## src/rtl/fetch_unit.sv

```systemverilog
// Instruction-fetch stage: owns the PC, fetches over a req/ack handshake,
// holds the instruction while it executes and computes the next PC on retire.
module fetch_unit #(
  parameter logic [31:0] RESET_PC = 32'h0000_0000
) (
  input  logic        clk,
  input  logic        reset,
  output logic        imem_req,
  output logic [31:0] imem_addr,
  input  logic        imem_ack,
  input  logic [31:0] imem_rdata,
  output logic [31:0] instr,
  output logic [5:0]  op,
  output logic [5:0]  funct,
  output logic        instr_valid,
  input  logic        retire,
  input  logic        pcsrc,
  input  logic        jump,
  output logic [31:0] pc,
  output logic [31:0] pcplus4,
  output logic [31:0] instr_count
);

  typedef enum logic [1:0] {
    ST_RST   = 2'd0,
    ST_FETCH = 2'd1,
    ST_HOLD  = 2'd2
  } state_e;

  state_e      state_q, state_d;
  logic [31:0] pc_q, pc_d;
  logic [31:0] instr_q, instr_d;
  logic [31:0] count_q, count_d;

  logic [31:0] pcplus4_w;
  logic [31:0] branch_off;
  logic [31:0] jump_tgt;
  logic [31:0] next_pc;

  assign pcplus4_w  = pc_q + 32'd4;
  assign branch_off = {{14{instr_q[15]}}, instr_q[15:0], 2'b00};
  assign jump_tgt   = {pcplus4_w[31:28], instr_q[25:0], 2'b00};

  // Jump outranks branch when the controller raises both.
  always_comb begin
    if (jump)       next_pc = jump_tgt;
    else if (pcsrc) next_pc = pcplus4_w + branch_off;
    else            next_pc = pcplus4_w;
  end

  // NOTE: every signal driven here gets a default first, so no path through
  // the case can leave one unassigned and infer a latch.
  always_comb begin
    state_d = state_q;
    pc_d    = pc_q;
    instr_d = instr_q;
    count_d = count_q;
    unique case (state_q)
      ST_RST: state_d = ST_FETCH;
      ST_FETCH: begin
        if (imem_ack) begin
          instr_d = imem_rdata;
          state_d = ST_HOLD;
        end
      end
      ST_HOLD: begin
        if (retire) begin
          pc_d    = next_pc;
          count_d = count_q + 32'd1;
          state_d = ST_FETCH;
        end
      end
      default: state_d = ST_RST;
    endcase
  end

  // NOTE: state registers use non-blocking assignments so every flop samples
  // the pre-edge values regardless of statement order.
  always_ff @(posedge clk or negedge reset) begin
    if (!reset) begin
      state_q <= ST_RST;
      pc_q    <= RESET_PC;
      instr_q <= 32'h0;
      count_q <= 32'h0;
    end else begin
      state_q <= state_d;
      pc_q    <= pc_d;
      instr_q <= instr_d;
      count_q <= count_d;
    end
  end

  // Request is a pure decode of the state register, so it drops with reset.
  assign imem_req    = (state_q == ST_FETCH);
  assign imem_addr   = {pc_q[31:2], 2'b00};
  assign instr       = instr_q;
  assign op          = instr_q[31:26];
  assign funct       = instr_q[5:0];
  assign instr_valid = (state_q == ST_HOLD);
  assign pc          = pc_q;
  assign pcplus4     = pcplus4_w;
  assign instr_count = count_q;

endmodule

```

## config.mk

```make
export PLATFORM = sky130hd
export DESIGN_NAME = fetch_unit
export DESIGN_NICKNAME = d
export VERILOG_FILES = /design/src/rtl/fetch_unit.sv
export SDC_FILE = /design/constraint.sdc
export NUM_CORES = 1
export LEC_CHECK = 0
export CAP_MARGIN = 20
export CORE_MARGIN = 1
export CORE_UTILIZATION = 35
export CTS_BUF_LIST = sky130_fd_sc_hd__clkbuf_4 sky130_fd_sc_hd__clkbuf_8 sky130_fd_sc_hd__clkbuf_16
export DETAILED_ROUTE_END_ITERATION = 7
export SLEW_MARGIN = 20
export SYNTH_ARGS = -nofsm -noshare
export SYNTH_HDL_FRONTEND = slang
export SYNTH_SLANG_ARGS = --single-unit
```

## constraint.sdc

```tcl
create_clock -name clk -period 4.1 [get_ports clk]
set_input_delay 0.82 -clock clk [delete_from_list [all_inputs] [get_ports clk]]
set_output_delay 0.82 -clock clk [all_outputs]
set_load 0.01 [all_outputs]
```

==> run summary <==
Outcome -> finished, final reports clean
Maximum VDD drop -> 455 uV
Pins over their slew limit -> 0
CTS Sinks -> 96
Antenna violations before repair -> 0
Clock period minus worst slack -> 3810 ps
Pre-CTS setup slack -> 222 ps
Worst R2R Start -> pc[2]$_DFFE_PN0P_
Nets -> 1000
Sequential-to-total area share from yosys stat -> 35.1%
Worst setup margin -> 294 ps
Via count -> 6128
Crit Path Class -> reg -> reg
Slew @ Worst Pin -> 934 ps
DRC -> 0
Sw Ratio -> 44.4%
Die X -> 142 microns
Crit path capture -> pc[31]$_DFFE_PN0P_
Final setup viols -> 0
Top cell type by total area after synthesis -> dfrtp_1
Die height -> 142 microns
Pre-antenna DRT Iters -> 4
Worst-case reg-to-reg path depth -> 15
Combinational power share -> 65.4%
Initial DRC Count -> 375
Final worst-path cycle share -> 92.8%
# port buffers -> 205
CTS tree -> yes
Worst Hold Class -> reg -> reg
First-pass GRT wire length -> 32500 microns
Share of the synthesized area in the top cell type -> 35.1%
IO Pins -> 212
Cell variety after synth -> 74
Skew final -> 5.50 ps
Clock Path Buffers -> 2
Psw -> 3.48 mW
RSZ-0062 raised after global routing -> true
Synth Instances -> 754
Syn-to-layout area delta -> 35.6%
Total track usage -> 21.0%
Number of enable flip-flop cells after synthesis -> 0
Antenna-violating nets left -> 0
Worst-path clk slew -> 80 ps
Synthesis-stage register bit count -> 96
RD Place Congestion -> 0.897
Antenna cells -> 0
R2R setup slack -> 290 ps
Worst Setup Start Kind -> flip-flop
Post-synthesis cell area -> 6850 sq um
Worst r2r dst -> pc[31]$_DFFE_PN0P_
Worst Path Max Fanout -> 7
WL/cell -> 17.7 microns
Top_reg_cell synth -> dfrtp_1
Crit path launch -> pc[2]$_DFFE_PN0P_
Non-Filler Instances -> 1189
WL final -> 21100 microns
Yosys warns -> 0
CTS Buf Count -> 9
Clock share of power -> 11.8%
Internal -> 4.35 mW
Leak -> 3.97 nW
Sequential Power Share -> 22.8%
Grt ovf -> 0
DP HPWL -> 16100 microns
Final Hold Vio Count -> 0
Max-cap violations -> 0
Worst Setup End Kind -> flip-flop
Ranking of synthesized cells by area -> dfrtp_1 35%, ha_1 6.8%, xnor2_1 6.0%, mux2_2 5.6%, buf_4 5.3%
H-tree depth reported by CTS -> 3
Initial Utilization -> 36.1%
Largest net degree at the start of global routing -> 62
Average size of a mapped cell -> 9.08 sq um
Layout cells sized above 1 -> 10.5%
PwrDens -> 843 nW/um^2
Post-layout util -> 49.0%
Crit path DAT -> 4050 ps
Highest clock rate -> 0.263 GHz
Clock latency at the later pin of the worst-skew pair -> 360 ps
Cell Rows -> 50
Vias in the first global route -> 5799
Root cell of the clock tree -> clkbuf_16
DR vias/cell -> 5.15
Placed cells -> 1173
Post-CTS setup buffer count -> 0
Critical path required time -> 4340 ps
Die area -> 20100 sq um
Power after layout -> 7.83 mW
Slew HR -> 37.7%
Core area -> 19000 sq um
Ys async rst share -> 100%
==> how the worst min path moves through the flow <==
stage | from | endpoint | slack (ps) | depth (start not counted)
finish | instr_count[31]$_DFFE_PN0P_ | instr_count[31]$_DFFE_PN0P_ | 470 | 1
global route | instr_count[31]$_DFFE_PN0P_ | instr_count[31]$_DFFE_PN0P_ | 510 | 1
CTS | instr_count[31]$_DFFE_PN0P_ | instr_count[31]$_DFFE_PN0P_ | 480 | 1
detailed placement | instr_count[31]$_DFFE_PN0P_ | instr_count[31]$_DFFE_PN0P_ | 460 | 1
global placement | instr_count[31]$_DFFE_PN0P_ | instr_count[31]$_DFFE_PN0P_ | 470 | 1
floorplan | state_q[1]$_DFFE_PN0P_ | state_q[0]$_DFFE_PN0P_ | 480 | 1
==> synthesized netlist by cell type, types with 10 or more instances <==
library cell	count
dfrtp_1	96
nand2_1	69
nor2_1	55
buf_4	48
a21oi_1	47
xnor2_1	47
o21ai_0	42
ha_1	37
mux2_2	34
xor2_1	32
nand3_1	31
inv_1	23
clkbuf_1	18
and3_1	14
nor3_1	12
a211oi_1	11
a21o_1	10
nand4_1	10
==> registers in the layout, indices dropped and copies added (netlist names) <==
signal	cells
state_q	2
instr	32
pc	30
instr_count	32
==> power groups by stage <==
stage | registers [mW] | clock network [mW] | logic [mW]
2_1_floorplan | 1.80 | 0 | 3.10
3_3_place_gp | 1.79 | 0 | 5.06
3_5_place_dp | 1.80 | 0 | 5.07
4_1_cts | 1.78 | 0.943 | 5.10
5_1_grt | 1.84 | 0.978 | 5.57
6_report | 1.79 | 0.924 | 5.12
==> layout make-up <==
| class | count | area, sq um |
|---|---|---|
| multi-input cells | 566 | 3940 |
| clock buffers | 9 | 225 |
| fillers | 1828 | 9670 |
| well taps | 260 | 325 |
| inverters | 24 | 90.1 |
| flip-flops and latches | 96 | 2400 |
| clock inverters | 7 | 87.6 |
| repair buffers | 227 | 2210 |
==> placed cells by master, fill, tap and decap left out, drive strengths merged, types with 4 or more instances in the layout <==
cell type,count
clkdlybuf4s50,204
dfrtp,96
nand2,69
nor2,55
a21oi,47
xnor2,47
o21ai,44
ha,37
mux2,34
xor2,32
nand3,31
inv,26
buf,23
and3,15
nor3,14
nand4,12
a211oi,11
a21o,10
clkbuf,9
a31oi,8
o211ai,8
and2,8
or3,8
mux2i,7
conb,6
nand2b,4
o21bai,4
a2bb2oi,4
==> repair_timing <==
| item | in CTS | in global routing |
|---|---|---|
| hold buffers | 0 | 0 |
| resized for setup | 0 | 9 |
| endpoints found under the setup margin | 0 | 3 |
==> per-layer routing <==
metal | track usage, % | up-vias | wire length, microns
met1 | 28.7 | 2987 | 9780
li1 | - | 2956 | -
met2 | 34.7 | 167 | 9890
met5 | 0 | - | 0
met4 | 4.87 | 0 | 259
met3 | 3.31 | 18 | 1140
==> cells by family (layout without fill, tap and decap cells) <==
| family | after synthesis | in the layout | share of synthesized area (%) |
|---|---|---|---|
| compound gates | 172 | 172 | 16.2 |
| xor+xnor | 79 | 79 | 10.1 |
| fa+ha+maj | 38 | 38 | 7.06 |
| buf+inv | 97 | 267 | 8.17 |
| flops | 96 | 96 | 35.1 |
| mux | 41 | 41 | 6.62 |
| other cells | 1 | 6 | 0.0548 |
| simple gates | 230 | 230 | 16.7 |
==> worst max-delay path, stage by stage, from the launching register on <==
cell and delay, ps:
dfrtp_1 430, ha_1 200, and4_1 220, nand3_1 210, nor2_2 210, nand2_1 160
nor3_1 270, xnor2_1 160, ha_2 420, nand4_1 110, or2_2 310, a2111o_1 370
a31o_1 230, a31oi_1 200, o21ai_2 90, xnor2_1 130
==> metrics by stage <==
| step | cell area (sq um) | hold WS, ps | TNS [ps] |
|---|---|---|---|
| finish | 9280 | 468 | 0 |
| global route | 9280 | 511 | -6.93 |
| CTS | 9250 | 479 | 0 |
| detailed placement | 8930 | 464 | 0 |
| global placement | 8930 | 465 | 0 |
| floorplan | 6860 | 477 | 0 |
Power figures use the tool's default switching activity.
